===== src/rtl/regdump_pkg.sv =====
// Shared constants for the register-file dump engine: FSM encodings and default geometry.
package regdump_pkg;

  localparam int unsigned NREGS_DEFAULT = 32;
  localparam int unsigned AW_DEFAULT    = 5;
  localparam int unsigned DW_DEFAULT    = 32;

  localparam logic [1:0] StIdle  = 2'd0;
  localparam logic [1:0] StFetch = 2'd1;
  localparam logic [1:0] StSend  = 2'd2;
  localparam logic [1:0] StCsum  = 2'd3;

endpackage


===== src/rtl/regfile_dump.sv =====
// Streams every register-file entry (index 0..NREGS-1) over a valid/ready channel.
// Optional trailing XOR checksum word when REGDUMP_CHECKSUM_EN is defined.
module regfile_dump
  import regdump_pkg::*;
#(
  parameter int unsigned NREGS = NREGS_DEFAULT,
  parameter int unsigned AW    = AW_DEFAULT,
  parameter int unsigned DW    = DW_DEFAULT
) (
  input  logic          clk,
  input  logic          rst,
  input  logic          start,
  input  logic          abort,
  output logic          busy,
  output logic [AW-1:0] radd,
  input  logic [DW-1:0] rdata,
  output logic          out_valid,
  input  logic          out_ready,
  output logic [DW-1:0] out_data,
  output logic [AW-1:0] out_index,
  output logic          out_last,
  output logic          out_is_csum
);

  localparam logic [AW-1:0] LastIdx = AW'(NREGS - 1);

  logic [1:0]    state_q, state_d;
  logic [AW-1:0] idx_q, idx_d;
  logic [AW-1:0] radd_q, radd_d;
  logic [AW-1:0] index_q, index_d;
  logic [DW-1:0] data_q, data_d;
  logic          is_last;

  assign is_last = (idx_q == LastIdx);

  always_comb begin
    state_d = state_q;
    idx_d   = idx_q;
    radd_d  = radd_q;
    index_d = index_q;
    data_d  = data_q;
    unique case (state_q)
      StIdle: begin
        if (start && !abort) begin
          idx_d   = '0;
          radd_d  = '0;
          state_d = StFetch;
        end
      end
      StFetch: begin
        if (abort) begin
          state_d = StIdle;
        end else begin
          data_d  = rdata;
          index_d = idx_q;
          state_d = StSend;
        end
      end
      StSend: begin
        if (abort) begin
          state_d = StIdle;
        end else if (out_ready) begin
          if (is_last) begin
`ifdef REGDUMP_CHECKSUM_EN
            state_d = StCsum;
`else
            state_d = StIdle;
`endif
          end else begin
            // radd only moves on the way into FETCH so the read port sees a stable address
            idx_d   = idx_q + AW'(1);
            radd_d  = idx_q + AW'(1);
            state_d = StFetch;
          end
        end
      end
`ifdef REGDUMP_CHECKSUM_EN
      StCsum: begin
        if (abort || out_ready) begin
          state_d = StIdle;
        end
      end
`endif
      default: state_d = StIdle;
    endcase
  end

  always_ff @(posedge clk or posedge rst) begin
    if (rst) begin
      state_q <= StIdle;
      idx_q   <= '0;
      radd_q  <= '0;
      index_q <= '0;
      data_q  <= '0;
    end else begin
      state_q <= state_d;
      idx_q   <= idx_d;
      radd_q  <= radd_d;
      index_q <= index_d;
      data_q  <= data_d;
    end
  end

  assign busy = (state_q != StIdle);
  assign radd = radd_q;

`ifdef REGDUMP_CHECKSUM_EN
  logic [DW-1:0] acc_q, acc_d;
  logic          send_hs;

  // An aborted word is not delivered, so it never reaches the checksum.
  assign send_hs = (state_q == StSend) && out_ready && !abort;

  always_comb begin
    acc_d = acc_q;
    if (state_q == StIdle && start && !abort) begin
      acc_d = '0;
    end else if (send_hs) begin
      acc_d = acc_q ^ data_q;
    end
  end

  always_ff @(posedge clk or posedge rst) begin
    if (rst) begin
      acc_q <= '0;
    end else begin
      acc_q <= acc_d;
    end
  end

  assign out_valid   = (state_q == StSend) || (state_q == StCsum);
  assign out_data    = (state_q == StCsum) ? acc_q : data_q;
  assign out_index   = (state_q == StCsum) ? '0 : index_q;
  assign out_last    = (state_q == StCsum);
  assign out_is_csum = (state_q == StCsum);
`else
  assign out_valid   = (state_q == StSend);
  assign out_data    = data_q;
  assign out_index   = index_q;
  assign out_last    = (state_q == StSend) && is_last;
  assign out_is_csum = 1'b0;
`endif

endmodule


===== config.mk =====
export PLATFORM = sky130hd
export DESIGN_NAME = regfile_dump
export DESIGN_NICKNAME = d
export VERILOG_FILES = /design/src/rtl/regdump_pkg.sv /design/src/rtl/regfile_dump.sv
export SDC_FILE = /design/constraint.sdc
export NUM_CORES = 1
export LEC_CHECK = 0
export CAP_MARGIN = 25
export CORE_ASPECT_RATIO = 1.75
export CORE_UTILIZATION = 38
export DETAILED_ROUTE_END_ITERATION = 16
export GPL_ROUTABILITY_DRIVEN = 0
export PLACE_DENSITY = 0.82
export REMOVE_ABC_BUFFERS = 1
export SYNTH_ARGS = -nofsm -noshare
export SYNTH_HDL_FRONTEND = slang
export SYNTH_SLANG_ARGS = --single-unit
export TNS_END_PERCENT = 50

===== constraint.sdc =====
create_clock -name clk -period 1.87 [get_ports clk]
set_clock_uncertainty 0.1 [all_clocks]
set_input_delay 0.374 -clock clk [delete_from_list [all_inputs] [get_ports clk]]
set_output_delay 0.374 -clock clk [all_outputs]
set_load 0.005 [all_outputs]

# After elaboration in Yosys (flattened, before gate mapping)
# Cells that the tools add are included.
totals:
  word_cells: 34
  memories: 0
  in_bits: 37
  ff_bits: 44
  latchBits: 0
  mem_bits_ro: 0
  mem_bits_rw: 0
classes:
  muxes: 11
  shifts: 0
  reduce_logical: 9
  div: 0
  eq_ne: 8
  n_lt_le_gt_ge: 0
  bitwise: 1
  multipliers: 0
  addsub: 1
op_table:
  columns: ["cell", "n"]
  rows:
  - ["$mux W5", 4]
  - ["$pmux W5 S2", 1]
  - ["$mux W2", 4]
  - ["$ne A2 B2 Y1 const B", 3]
  - ["$pmux W2 S3", 1]
  - ["$add A5 B1 Y5 const B", 1]
  - ["$eq A5 B5 Y1 const B", 1]
  - ["$reduce_and A5 Y1", 1]
  - ["$reduce_and A2 Y1", 2]
  - ["$reduce_bool A2 Y1", 2]
  - ["$ne A3 B2 Y1 const B", 1]
  - ["$eq A2 B1 Y1 const B", 1]
  - ["$eq A2 B2 Y1 const B", 1]
  - ["$logic_and A1 B1 Y1", 2]
  - ["$logic_not A2 Y1", 1]
  - ["$ne A2 B1 Y1 const B", 1]
  - ["$logic_not A1 Y1", 1]
  - ["$mux W1", 1]
  - ["$not A1 Y1", 1]

# Logic depth before layout (Yosys ltp)
depth:
  depth_word: 5
  depth_mapped: 6

# Least setup slack after synthesis
# No wires, ideal clock.
synth_timing:
  path_type: "register -> register"
  start: "register radd[0] (netlist name)"
  end: "register radd_q[2], in the netlist radd[2]"
  setup_time_ps: 122
  arrival_time_ps: 1566
  slack_ps: 82
  period_less_slack_ps: 1788
  t_required_ps: 1648
  path_stages_with_launch: 7
  cell_sequence: "dfrtp_1 -> ha_1 -> and3_1 -> ha_1 -> and3b_2 -> o21a_4 -> a32o_1"
synth_lines:
  columns: ["item", "line_no", "source"]
  rows:
  - ["to (signal assigned)", "regfile_dump.sv:98", "radd_q <= radd_d;"]
  - ["to (decl)", "regfile_dump.sv:29", "logic [AW-1:0] radd_q, radd_d;"]

==> results.md <==
- Post-synthesis async set-or-reset flop share: 1.000
- Final WS setup: -0.01075 ns
- Clk buf depth: 2
- GRT Total Usage: 0.1808
- Post-synth top cells: dfrtp_1, mux2_4, mux2_2
- Pins Over Slew Limit: 0
- Startpoint type of the worst setup path: register
- Top Usage Layer GRT: met2
- Failing checks: setup timing
- FF+latch count, synth: 44
- Critical path's slowest cell: dfrtp_1
- Crit path kind: reg -> out
- EDFF count, synth: 0
- Max VDD drop: between 0.6 and 0.7 mV
- Max-Cap Viols: 0
- Critical path required time: 1.40 ns
- Outcome: finished, violations left
- Worst Path Max Fanout: 3
- Top-level I/O count: 83
- Post-DP HPWL: approximately 3300 µm
- Tcrit/Tclk final: 1.006
- First-pass GRT wire length: between 7000 and 8000 µm
- Critical Path Sink Type: primary output
- Root buf cell: clkbuf_8
- Initial Util: 0.3953
- Hold Violations, Final: 0
- Row count: 34
- Vias: 1328
- Clk Latency, worst-skew pair: roughly 0.30 ns
- Top-count cell post-synth: dfrtp_1
- Biggest area consumer among synthesized cells: dfrtp_1
- Count of different cell masters after synthesis: 31
- Sinks on the clock net: 44
- Maximum clock rate: approximately 530 MHz
- CTS tree: done
- Core Box Area: between 0.004 and 0.005 mm²
- Vias in the first global route: about 1500
- # port buffers: about 80
- Syn_area_per_cell: between 15 and 20 µm²
- Final min period: around 1.9 ns
- Largest cells by area after synthesis: dfrtp_1, mux2_4, mux2_2
- Static leakage: 1.384 nW
- WL per Instance: about 17 µm
- CTS clock-pin slew for the worst setup and hold paths: roughly 0.090 ns
- Area of the mapped netlist: 0.001951 mm²
- Synthesized instance count: roughly 120
- Unrepaired setup endpoints after global routing: yes
- Met1 usage: 0.1920
- Initial antenna violation count: 0
- Final Power: between 0.003 and 0.004 W
- Final Setup Violations: 1
- Largest net degree at the start of global routing: between 40 and 50
- Vias per inst: 4.812
- DRT antenna net count: 0
- Die area: about 0.0054 mm²
- Share of cells above drive strength 1: 0.3423
- Die outline width: roughly 56 µm
- CTS buffer count: 5
- Iteration-0 DRC Markers: 8
- Final wirelength: around 4600 µm
- M2 GR Usage: 0.3260
- Pre-antenna DRT Iters: 3
- # diodes: 0
- DRC: 0
- M3 GR Usage: 0.04545
- Warnings from Yosys: 0
- Area Growth Syn to Fin: 57.15%
- R2R depth: 6
- PwrDens: just under 1000 mW/mm²
- Sequential element share of the synthesized area: 0.5645
- Nets: 260
- Cts hold-fix bufs: 0
- GR Overflow Total: 0
- Data arrival, critical path: roughly 1.4 ns
- Slowest cell delay on critical path: approximately 0.4 ns
- Worst hold path type: in -> async
- Htree depth: 2
- Die H: between 90 and 100 µm
- Hold_ws: approximately 0.32 ns
- Critical Path, Cell by Cell: ha_2, and3_4, ha_4, and2_4, clkbuf_2
- Top_reg_cell synth: dfrtp_1
- Top cell type's share of synthesized area: 0.5645
per-layer routing:
layer / wire (µm) / up-vias
met5: 0 / -
met4: 106 / 0
met3: 272 / 7
met2: 2587 / 58
met1: 1659 / 653
li1: - / 610
worst max-delay path, delay by kind of cell (launching register included):
kind,cells,cell delay [ns]
fa+ha+maj,2,0.34
flops,1,0.40
simple gates,2,0.27
buf+inv,1,0.10
placed cells by master, fill, tap and decap left out, types with 2 or more instances in the layout:
cell and n:
nand2_1 2, buf_4 17, buf_12 2, mux2_4 30
mux2_2 7, inv_1 4, mux2i_1 2, dfrtp_1 44
nand3_1 2, clkdlybuf4s50_1 77, clkbuf_8 6
cells by family (layout without fill, tap and decap cells):
group           count (synthesis)  in the layout  synth area share
other cells                     1              1          0.001922
fa+ha+maj                       2              2           0.01283
mux                            39             39            0.2816
buf+inv                        10            113           0.04619
compound gates                  6              6           0.02565
simple gates                   16             16           0.06287
xor+xnor                        1              1          0.004491
flops                          44             44            0.5645
registers in the layout, indices dropped and copies added, names as in the netlist:
register and flops:
out_data 32, state_q 2, radd 5, out_index 5
through the flow:
stage / TNS (ns) / cell area [µm²] / cells / util / setup slack (ns)
final: -0.01075 / 3065 / 276 / 0.6212 / -0.01075
after global routing: -0.07278 / 3065 / 276 / 0.6212 / -0.07278
after CTS: -0.2237 / 3049 / 274 / 0.6179 / -0.1584
after detailed placement: -0.5398 / 2895 / 264 / 0.5867 / -0.1151
after global placement: -0.1181 / 2895 / 264 / 0.5867 / -0.1181
after floorplan: 0 / 1879 / 114 / - / 0.08243
final cells by class:
cell class | instances | area (µm²)
well taps | 54 | 67.56
flip-flops and latches | 44 | 1101
clock inverters | 2 | 38.79
inverters | 5 | 18.77
repair buffers | 100 | 974.7
clock buffers | 6 | 82.58
fillers | 381 | 1869
multi-input cells | 65 | 782.0
report_power, final:
part,internal [W],switching (W)
combinational,0.000717,0.000254
clock,0.000437,0.000333
sequential,0.00117,0.000120
total,0.00232,0.000706
final timing paths:
path	from	endpoint	slack, ns
hold / removal	rst	out_data[22]$_DFFE_PP0P_	0.32
min in group clk	out_data[24]$_DFFE_PP0P_	out_data[24]$_DFFE_PP0P_	0.41
hold reg to reg	out_data[24]$_DFFE_PP0P_	out_data[24]$_DFFE_PP0P_	0.41
setup reg to reg	radd[1]$_DFFE_PP0P_	radd[2]$_DFFE_PP0P_	0.08
max in group asynchronous	rst	out_data[18]$_DFFE_PP0P_	1.14
setup / recovery	radd[1]$_DFFE_PP0P_	out_last	-0.01
repair_timing:
item,4_1_cts,5_1_grt
resized for setup,8,4
pin swaps,1,2
setup buffers,2,2
endpoints found under the setup margin,3,3
Note: power is estimated with default switching activity, not from simulation.
